## src/rtl/clock_enable_divider.sv

```systemverilog
// clock_enable_divider
//   Runtime-programmable clock-enable generator. Each of NUM_CH channels
//   produces a one-cycle tick every Ne cycles and a 50% square wave of
//   period 2*Ne, all in the clk_in domain (no derived clocks).
// Ports
//   clk_in   : system clock, rising edge
//   rst      : synchronous reset, active-high
//   ch_en    : per-channel run enable
//   cfg_wr   : one-cycle write strobe for a new divide ratio
//   cfg_sel  : channel index for cfg_wr (out-of-range writes are discarded)
//   cfg_div  : new divide ratio (0 behaves as 1)
//   resync   : restart all channels in phase
//   cfg_ack  : registered acknowledge, one cycle after every cfg_wr
//   tick     : registered one-cycle enable per channel
//   sq       : registered square wave per channel
module clock_enable_divider #(
    parameter int unsigned NUM_CH    = 3,
    parameter int unsigned DIV_W     = 16,
    parameter int unsigned RESET_DIV = 2,
    localparam int unsigned CH_W     = (NUM_CH > 1) ? $clog2(NUM_CH) : 1
) (
    input  logic              clk_in,
    input  logic              rst,
    input  logic [NUM_CH-1:0] ch_en,
    input  logic              cfg_wr,
    input  logic [CH_W-1:0]   cfg_sel,
    input  logic [DIV_W-1:0]  cfg_div,
    input  logic              resync,
    output logic              cfg_ack,
    output logic [NUM_CH-1:0] tick,
    output logic [NUM_CH-1:0] sq
);

    logic r_cfg_ack;

    // Every write is acknowledged, including discarded out-of-range ones
    always_ff @(posedge clk_in) begin
        if (rst) begin
            r_cfg_ack <= 1'b0;
        end else begin
            r_cfg_ack <= cfg_wr;
        end
    end

    assign cfg_ack = r_cfg_ack;

    for (genvar i = 0; i < NUM_CH; i++) begin : g_ch
        logic [DIV_W-1:0] r_cnt;
        logic [DIV_W-1:0] r_div;
        logic [DIV_W-1:0] r_pend_div;
        logic             r_pend_vld;
        logic             r_tick;
        logic             r_sq;

        logic [DIV_W-1:0] w_ne_m1;
        logic             w_wrap;
        logic             w_hit;
        logic             w_apply;

        // Terminal count Ne-1, with a ratio of 0 treated as 1
        assign w_ne_m1 = (r_div == '0) ? '0 : r_div - DIV_W'(1);
        assign w_wrap  = ch_en[i] && (r_cnt == w_ne_m1);
        assign w_hit   = cfg_wr && (cfg_sel == CH_W'(i));
        // Pending ratio is only adopted when the counter restarts from 0
        assign w_apply = r_pend_vld && (resync || !ch_en[i] || w_wrap);

        always_ff @(posedge clk_in) begin
            if (rst) begin
                r_cnt      <= '0;
                r_div      <= DIV_W'(RESET_DIV);
                r_pend_div <= '0;
                r_pend_vld <= 1'b0;
                r_tick     <= 1'b0;
                r_sq       <= 1'b0;
            end else begin
                if (resync) begin
                    r_cnt  <= '0;
                    r_tick <= 1'b0;
                    r_sq   <= 1'b0;
                end else if (!ch_en[i]) begin
                    r_cnt  <= '0;
                    r_tick <= 1'b0;
                end else if (w_wrap) begin
                    r_cnt  <= '0;
                    r_tick <= 1'b1;
                    r_sq   <= ~r_sq;
                end else begin
                    r_cnt  <= r_cnt + DIV_W'(1);
                    r_tick <= 1'b0;
                end

                if (w_apply) begin
                    r_div      <= r_pend_div;
                    r_pend_vld <= 1'b0;
                end

                // A new write lands after any apply this cycle, so it waits
                // for the next restart point
                if (w_hit) begin
                    r_pend_div <= cfg_div;
                    r_pend_vld <= 1'b1;
                end
            end
        end

        assign tick[i] = r_tick;
        assign sq[i]   = r_sq;
    end

endmodule

```

## config.mk

```make
export PLATFORM = sky130hd
export DESIGN_NAME = clock_enable_divider
export DESIGN_NICKNAME = d
export VERILOG_FILES = /design/src/rtl/clock_enable_divider.sv
export SDC_FILE = /design/constraint.sdc
export NUM_CORES = 1
export LEC_CHECK = 0
export BUFFER_PORTS_ARGS = -buffer_cell sky130_fd_sc_hd__buf_2
export CAP_MARGIN = 20
export CORE_UTILIZATION = 38
export DETAILED_ROUTE_END_ITERATION = 8
export PLACE_DENSITY = 0.51
export SETUP_SLACK_MARGIN = 0.5
export SKIP_CTS_REPAIR_TIMING = 1
export SYNTH_ARGS = -nofsm -noshare
export SYNTH_HDL_FRONTEND = slang
export SYNTH_SLANG_ARGS = --single-unit
```

## constraint.sdc

```tcl
create_clock -name clk_in -period 4.09 [get_ports clk_in]
set_input_delay 0.2045 -clock clk_in [delete_from_list [all_inputs] [get_ports clk_in]]
set_output_delay 0.2045 -clock clk_in [all_outputs]
set_load 0.1 [all_outputs]
```

==> summary.md, run 1 <==
| Metric | Value |
|---|---|
| Antenna-violating nets left | 0 |
| H-tree levels | 4 |
| Gpl congestion | 0.8652 |
| Mapped Nets | 1,111 |
| Cells along the critical path | inv_1, ha_1, or3b_4, or4_1, o21ai_1, o2111a_1, nand4_1, or4b_4, o21ai_4, buf_6, mux2i_1 |
| TritonCTS clock tree | built |
| Antenna violations before repair | 0 |
| Finished Core Util | 42.86% |
| CP arrival | 3.73 ns |
| Sequential share of the synthesized area | 35.03% |
| Clock Sinks | 154 |
| Pins Over Slew Limit | 0 |
| Maximum clock frequency | 296.9 MHz |
| Final hold vios | 0 |
| Clock Latency Late Sink | 0.43 ns |
| Post-DP HPWL | 15.85 mm |
| Crit path buffers/inverters | 2 |
| Status | finished clean |
| Minimum clock period | 3.368 ns |
| Core area | 22,710 µm² |
| Max FO, Critical Path | 16 |
| Final net count | 1,098 |
| Post-synthesis instance area | 8801 µm² |
| Io pins | 32 |
| Slew HR | 47.31% |
| Final TNS setup | 0 ns |
| R2r startpoint | g_ch[2].r_div[0] |
| Vias post-DR | 7,291 |
| Period utilization | 82.34% |
| Clock buffer count from CTS | 17 |
| Number of DRC markers in iteration 0 | 441 |
| Clk root buf | clkbuf_16 |
| Max_cap viols | 0 |
| Port bufs | 31 |
| Drt drc | 0 |
| Setup Viol. Count Final | 0 |
| Slowest cell delay on critical path | 0.59 ns |
| Worst R2R Setup Slack | 0.72 ns |
| Hold WC Path Type | in2reg |
| FP Rows | 55 |
| Horiz. Die Dim | 154.2 µm |
| Launch point of the worst hold path | cfg_div[11] |
| Layout cells sized above 1 | 10.56% |
| Syn_area_per_cell | 8.149 µm² |
| Slew of the pin with the lowest slew margin | 0.7904 ns |
| Longest Clk Path Bufs | 2 |
| Final WL | 21.86 mm |
| Top FF cell, synth | dfxtp_1 |
| Async SR Flop Fraction | 0% |
| Startpoint Class | register |
| Hold EP | g_ch[1].r_pend_div[11] |
| Critical R2R Capture | g_ch[2].r_div[8] |
| Routed len/inst | 16.01 µm |
| Power Density | 353.0 nW/µm² |
| Syn Inst Count | 1,080 |
| Met2 routed WL | 9.132 mm |
| Die area | 23,770 µm² |
| Area Growth Syn to Fin | 10.61% |
| Critical path class | reg2reg |
| Yosys warnings | 0 |
| First-pass GRT wire length | 35.78 mm |
| Via density | 5.341 |
| Slowest CP cell | or4_1 |
| Highest metal used | met4 |
| Worst reg2reg path depth | 11 |
| RSZ-0062 raised after global routing | no |
| Largest net degree at the start of global routing | 99 |
| Worst path top cell family by delay | simple AND/OR/NAND/NOR gates |
| Clk slew on worst S/H paths | 0.08 ns |
| P_leak | 3.315 nW |
| Fillers | 2,337 |
| EDFF count, synth | 0 |
| Global route overflow | 0 |
| Initial Utilization | 38.75% |
| Peak supply drop | 0.0002406 V |
| Synth cell types | 79 |
| Hold slack | 0.03435 ns |
| Inserted Diodes | 0 |
| Met1 wire length | 11.87 mm |
| First-pass DRT Iterations | 5 |
| Global Route Usage Sum | 18.91% |
| Vias in the first global route | 6,598 |
| WP depth | 11 |
| Height of the die | 154.2 µm |
| Crit path required time | 4.45 ns |
| Clock Skew | 0.01433 ns |
| Synth Register Bits | 154 |
| Met3 routed WL | 548 µm |
| Hold path cells | 3 |
| Setup crit end kind | register |
[synthesized netlist by cell type, drive strengths merged (4+ instances only)]
library cell    n  area, µm²
mux2            4      45.04
nand4          18      118.9
nor4           18      137.6
or4            16      120.1
o32ai           5      43.79
and4            4      35.03
nand2         135      506.7
xor2           38      332.8
nand2b         95      594.3
a2111oi         6      92.59
nand3b          6      45.04
mux2i          57      570.6
buf            24      158.9
nor2b           7      43.79
o31ai           4      30.03
ha              6      75.07
inv            17      63.81
nand4b          4      35.03
nor3           39      200.2
clkbuf         53      198.9
a21oi          72      360.4
nor3b           5      42.54
nor2           85      319.1
nand3          34      170.2
and3           16      100.1
xnor2          41      359.1
and2            5      31.28
or2             9      58.81
o21ai          28      155.2
or3            15      93.84
dfxtp         154       3083
[flip-flops by register name, indices dropped and copies added (netlist names)]
signal           cells
cfg_ack              1
g_ch.r_cnt          48
g_ch.r_div          48
g_ch.r_pend_div     48
g_ch.r_pend_vld      3
g_ch.r_sq            3
g_ch.r_tick          3
[how the worst max path moves through the flow]
| stage | start | end |
|---|---|---|
| floorplan | g_ch[0].r_div[0] | g_ch[0].r_div[10] |
| global placement | g_ch[2].r_div[0] | g_ch[2].r_div[13] |
| detailed placement | g_ch[2].r_div[0] | g_ch[2].r_div[8] |
| CTS | g_ch[2].r_div[0] | g_ch[2].r_div[8] |
| global route | g_ch[0].r_div[0] | g_ch[0].r_div[5] |
| finish | g_ch[2].r_div[0] | g_ch[2].r_div[8] |
[placed cells by master, fill, tap and decap left out, types with 4 or more instances in the layout]
cell type,count
o21ai_1,5
nand3b_1,6
ha_1,6
or2_2,8
and2_1,4
o32ai_1,5
nor2_1,84
clkinv_8,5
nor4_1,14
mux2i_1,57
inv_1,17
buf_4,14
nand2_1,135
xnor2_1,41
nor3b_1,4
clkbuf_16,17
o31ai_1,4
or3_1,15
and4_1,4
nor3_1,38
a21oi_1,72
and3_1,16
inv_6,4
xor2_1,38
nand4_1,17
buf_2,30
mux2_2,4
nand3_1,34
dfxtp_1,154
nor2b_1,7
or4_1,13
nand4b_1,4
o21ai_0,21
nand2b_1,95
[final cells by class]
cell class	instances	area [µm²]	share of cell area [%]
multi-input cells	832	5365	55.12
flip-flops and latches	154	3083	31.67
clock buffers	17	425.4	4.370
clock inverters	15	173.9	1.787
repair buffers	45	266.5	2.738
inverters	17	63.81	0.6555
well taps	285	356.6	3.663
[per-layer routing]
| layer | GRT usage [%] | up-vias |
|---|---|---|
| li1 | - | 3764 |
| met1 | 29.00 | 3409 |
| met2 | 26.80 | 99 |
| met3 | 2.970 | 19 |
| met4 | 5.476 | 0 |
| met5 | 0 | - |
[kinds of logic (layout without fill, tap and decap cells)]
kind of cell	count (synthesis)	in the layout	share of synthesized area, %
and+or+nand+nor	524	524	31.66
xor gates and xnor gates	82	82	8.629
DFF	154	154	35.03
AOI/OAI and AO/OA	159	159	12.04
buffers and inverters	94	94	4.791
muxes	61	61	6.995
adders and majority gates	6	6	0.8530
[where the power goes]
group,switching (mW),internal (mW)
Sequential,0.0188,1.52
Combinational,0.184,0.123
Clock,0.766,0.823
Total,0.969,2.47
[tightest hold or removal path, delay by kind of cell]
family                 cells  cell delay, ns
buffers and inverters      1            0.12
AND/OR/NAND/NOR            1            0.05
AO/OA/AOI/OAI              1            0.05
[through the flow]
stage,cells,power [mW],setup slack (ns),cell area [µm²]
finish,1365,3.436,0.7223,9734
global route,1365,3.579,0.5002,9734
CTS,1364,3.475,0.3552,9658
detailed placement,1332,1.875,0.3912,9059
global placement,1332,1.875,0.5109,9059
floorplan,1080,1.795,0.7447,8801
(Power assumes the default switching activity.)
==> run 2: changes to the inputs <==
Settings changed: ABC_AREA set to 1.
Clock period 4.09 ns to 3.5 ns, I/O delays scaled along.
==> run 2 against run 1 <==
Against the previous run:
- synthesized cell count up 24%
- utilization up 0.52 points
- register-to-register slack better by 0.12 ns
- highest routed layer unchanged
- largest power group unchanged
- sequential share of layout area up 0.49 points
==> summary.md, run 2 <==
| Metric | Value |
|---|---|
| Clock Latency Late Sink | 0.43 ns (about the same) |
| Grt met2 use | 29.36% (+2.6 points) |
| Final hold vios | 0 (unchanged) |
| Hold EP | cfg_ack |
| Sequential share of the synthesized area | 35.62% (+0.59 points) |
| Cell area after layout | 9585 µm² (-1.5%) |
| Hold WC Path Type | in2reg |
| Io pins | 32 (unchanged) |
| Final worst setup slack | 0.8391 ns (+0.1169 ns) |
| Top FF cell, synth | dfxtp_1 |
| Horiz. Die Dim | 152.9 µm (-0.82%) |
| Final net count | 1,375 (+25%) |
| Hold slack | 0.003487 ns (-0.03086 ns) |
| EDFF count, synth | 0 (unchanged) |
| Post-DP HPWL | 15.76 mm (-0.54%) |
| Clk slew on worst S/H paths | 0.08 ns (about the same) |
| Longest Clk Path Bufs | 2 (unchanged) |
| R2r startpoint | g_ch[2].r_div[0] |
| Biggest regs | g_ch.r_cnt: 48 flops, g_ch.r_div: 48 flops, g_ch.r_pend_div: 48 flops |
| Setup Viol. Count Final | 0 (unchanged) |
| Clock Skew | 0.01269 ns (-0.001639 ns) |
| Number of DRC markers in iteration 0 | 405 (-8.2%) |
| Final TNS setup | 0 ns (unchanged) |
| Antenna violations before repair | 0 (unchanged) |
| Worst reg2reg path depth | 16 (+5) |
| Critical path class | reg2reg |
| Commonest cells in the synthesized netlist | nand2_1, nor2_1, inv_1 |
| TritonCTS clock tree | built |
| Pins Over Slew Limit | 0 (unchanged) |
| Antenna-violating nets left | 0 (unchanged) |
| Via density | 4.872 (-8.8%) |
| Vias post-DR | 7,975 (+9.4%) |
| Most frequent cell after synthesis | nand2_1 |
| Post-synthesis instance area | 8656 µm² (-1.6%) |
| GRT busiest layer | met2 |
| Async SR Flop Fraction | 0% (unchanged) |
| Drt drc | 0 (unchanged) |
| Initial Utilization | 39.18% (+0.42 points) |
| CP arrival | 2.96 ns (-0.77 ns) |
| Core area | 22,090 µm² (-2.7%) |
| Area Growth Syn to Fin | 10.74% |
| Status | finished clean |
| Placed inst area | 8852 µm² (-2.3%) |
| Clock Sinks | 154 (unchanged) |
| Routed len/inst | 13.08 µm (-18%) |
| Mapped Nets | 1,374 (+24%) |
| Die area | 23,390 µm² (-1.6%) |
| Largest net degree at the start of global routing | 38 (-62%) |
| Height of the die | 152.9 µm (-0.82%) |
| Peak supply drop | 0.0003217 V (+34%) |
| First-pass GRT wire length | 36.13 mm (+0.98%) |
| Period utilization | 76.02% (-6.3 points) |
| Max_cap viols | 0 (unchanged) |
| Layout cells sized above 1 | 7.664% (-2.9 points) |
| Slew HR | 40.86% (-6.4 points) |
| RSZ-0062 raised after global routing | no |
| Global route overflow | 0 (unchanged) |
| Gpl congestion | 0.8423 (-2.6%) |
| Pre-CTS setup slack | 0.5310 ns (+0.1399 ns) |
| Top cell type's share of synthesized area | 35.62% (+0.59 points) |
| Commonest non-fill, non-tap cells in the layout | nand2_1, nor2_1, inv_1 |
| Slew of the pin with the lowest slew margin | 0.8861 ns (+0.09571 ns) |
| Syn_area_per_cell | 6.445 µm² (-21%) |
| Port bufs | 31 (unchanged) |
| Top post-synthesis cells by area | dfxtp_1, nand2_1, nor2_1, nand3_1, inv_1 |
| Worst R2R Setup Slack | 0.84 ns (+0.12 ns) |
| Clk root buf | clkbuf_16 |
| Most common cell after layout, fill and taps aside | nand2_1 |
| GR met3 Demand/Resource | 3.232% (+0.26 points) |
| Maximum clock frequency | 375.8 MHz (+27%) |
| Synth Register Bits | 154 (unchanged) |
| GR met1 Demand/Resource | 27.81% (-1.2 points) |
| Max FO, Critical Path | 32 (+16) |
| P_leak | 4.062 nW (+23%) |
| Syn Inst Count | 1,343 (+24%) |
| Minimum clock period | 2.661 ns (-0.7069 ns) |
| Overall Power | 4.260 mW (+24%) |
| Inserted Diodes | 0 (unchanged) |
| Setup crit end kind | register |
| Critical R2R Capture | g_ch[2].r_div[1] |
| Vias in the first global route | 7,062 (+7.0%) |
| First-pass DRT Iterations | 4 (-1) |
| Power Density | 444.4 nW/µm² (+26%) |
| Clock buffer count from CTS | 17 (unchanged) |
| Startpoint Class | register |
| Global Route Usage Sum | 19.16% (+0.24 points) |
| H-tree levels | 4 (unchanged) |
| Final WL | 21.41 mm (-2.0%) |
| Yosys warnings | 0 (unchanged) |
| Launch point of the worst hold path | cfg_wr |
| Hold path cells | 3 (unchanged) |
| Crit path required time | 3.80 ns (-0.65 ns) |
| FP Rows | 54 (-1.8%) |
| Post-synth top area cell | dfxtp_1 |
| Synth cell types | 37 (-53%) |
==> run 2: cell count changes after synthesis, sizes merged, moves of 16 or more <==
cell and delta:
a21oi +28, clkbuf -29, inv +148, or4 -16, nand2 +165, xnor2 -37
nor2 +139, o21ai +29, nand2b -95, mux2i -57, nor3 -20, nand3 +121
==> run 2: cell families (layout without fill, tap and decap cells) <==
logic type / count (synthesis) / after routing / share of synthesized area [%]
compound gates: 166 / 166 / 10.00
buf+inv: 225 / 239 / 11.38
fa+ha+maj: 6 / 6 / 0.8673
flops: 154 / 154 / 35.62
simple gates: 751 / 751 / 37.77
xor+xnor: 41 / 41 / 4.365
==> run 2: how the worst max path moves through the flow <==
stage | end | from | depth (start not counted)
after floorplan | g_ch[2].r_div[1] | g_ch[2].r_div[0] | 17
after global placement | g_ch[1].r_div[15] | g_ch[1].r_div[0] | 17
after detailed placement | g_ch[1].r_div[15] | g_ch[1].r_div[0] | 17
after CTS | g_ch[1].r_div[15] | g_ch[1].r_div[0] | 17
after global routing | g_ch[0].r_cnt[11] | g_ch[0].r_div[0] | 13
final | g_ch[2].r_div[1] | g_ch[2].r_div[0] | 16
==> run 2: power breakdown <==
| group | internal (mW) | leakage [nW] | total, mW | switching [mW] |
|---|---|---|---|---|
| Clock | 0.964 | 0.292 | 1.86 | 0.892 |
| Combinational | 0.186 | 2.52 | 0.563 | 0.377 |
| Sequential | 1.80 | 1.25 | 1.84 | 0.0374 |
| Total | 2.95 | 4.06 | 4.26 | 1.31 |
==> run 2: worst max-delay path, stage by stage, from the launching register on <==
cell,delay (ns)
dfxtp_1,0.32
inv_1,0.17
ha_2,0.26
nand2_1,0.16
nor2_4,0.20
nand2_8,0.15
nand3b_1,0.13
nand2_1,0.05
nor2_1,0.17
nand2_1,0.09
nor2_2,0.11
nand3_2,0.11
o21bai_4,0.13
buf_6,0.26
nand2_1,0.08
nand2_1,0.06
nand3_1,0.05
==> run 2: stage by stage <==
| stage | util (%) | instances |
|---|---|---|
| after global placement | 40.07 | 1602 |
| after floorplan | - | 1343 |
| final | 43.39 | 1637 |
| after detailed placement | 40.07 | 1602 |
| after global routing | 43.39 | 1637 |
| after CTS | 42.75 | 1634 |
==> run 2: metal layers <==
layer  part of all wire, %  routed length, µm
met1                    53              11330
met2                    43               9305
met3                   3.0                647
met4                  0.59                127
met5                     0                  0
==> run 2: area by class of cell <==
cell class	instances	area [µm²]
Clock inverter	15	167.7
Inverter	166	623.1
Timing Repair Buffer	41	297.8
Clock buffer	17	425.4
Multi-Input combinational cell	964	4638
Tap cell	280	350.3
Fill cell	2402	12510
Sequential cell	154	3083
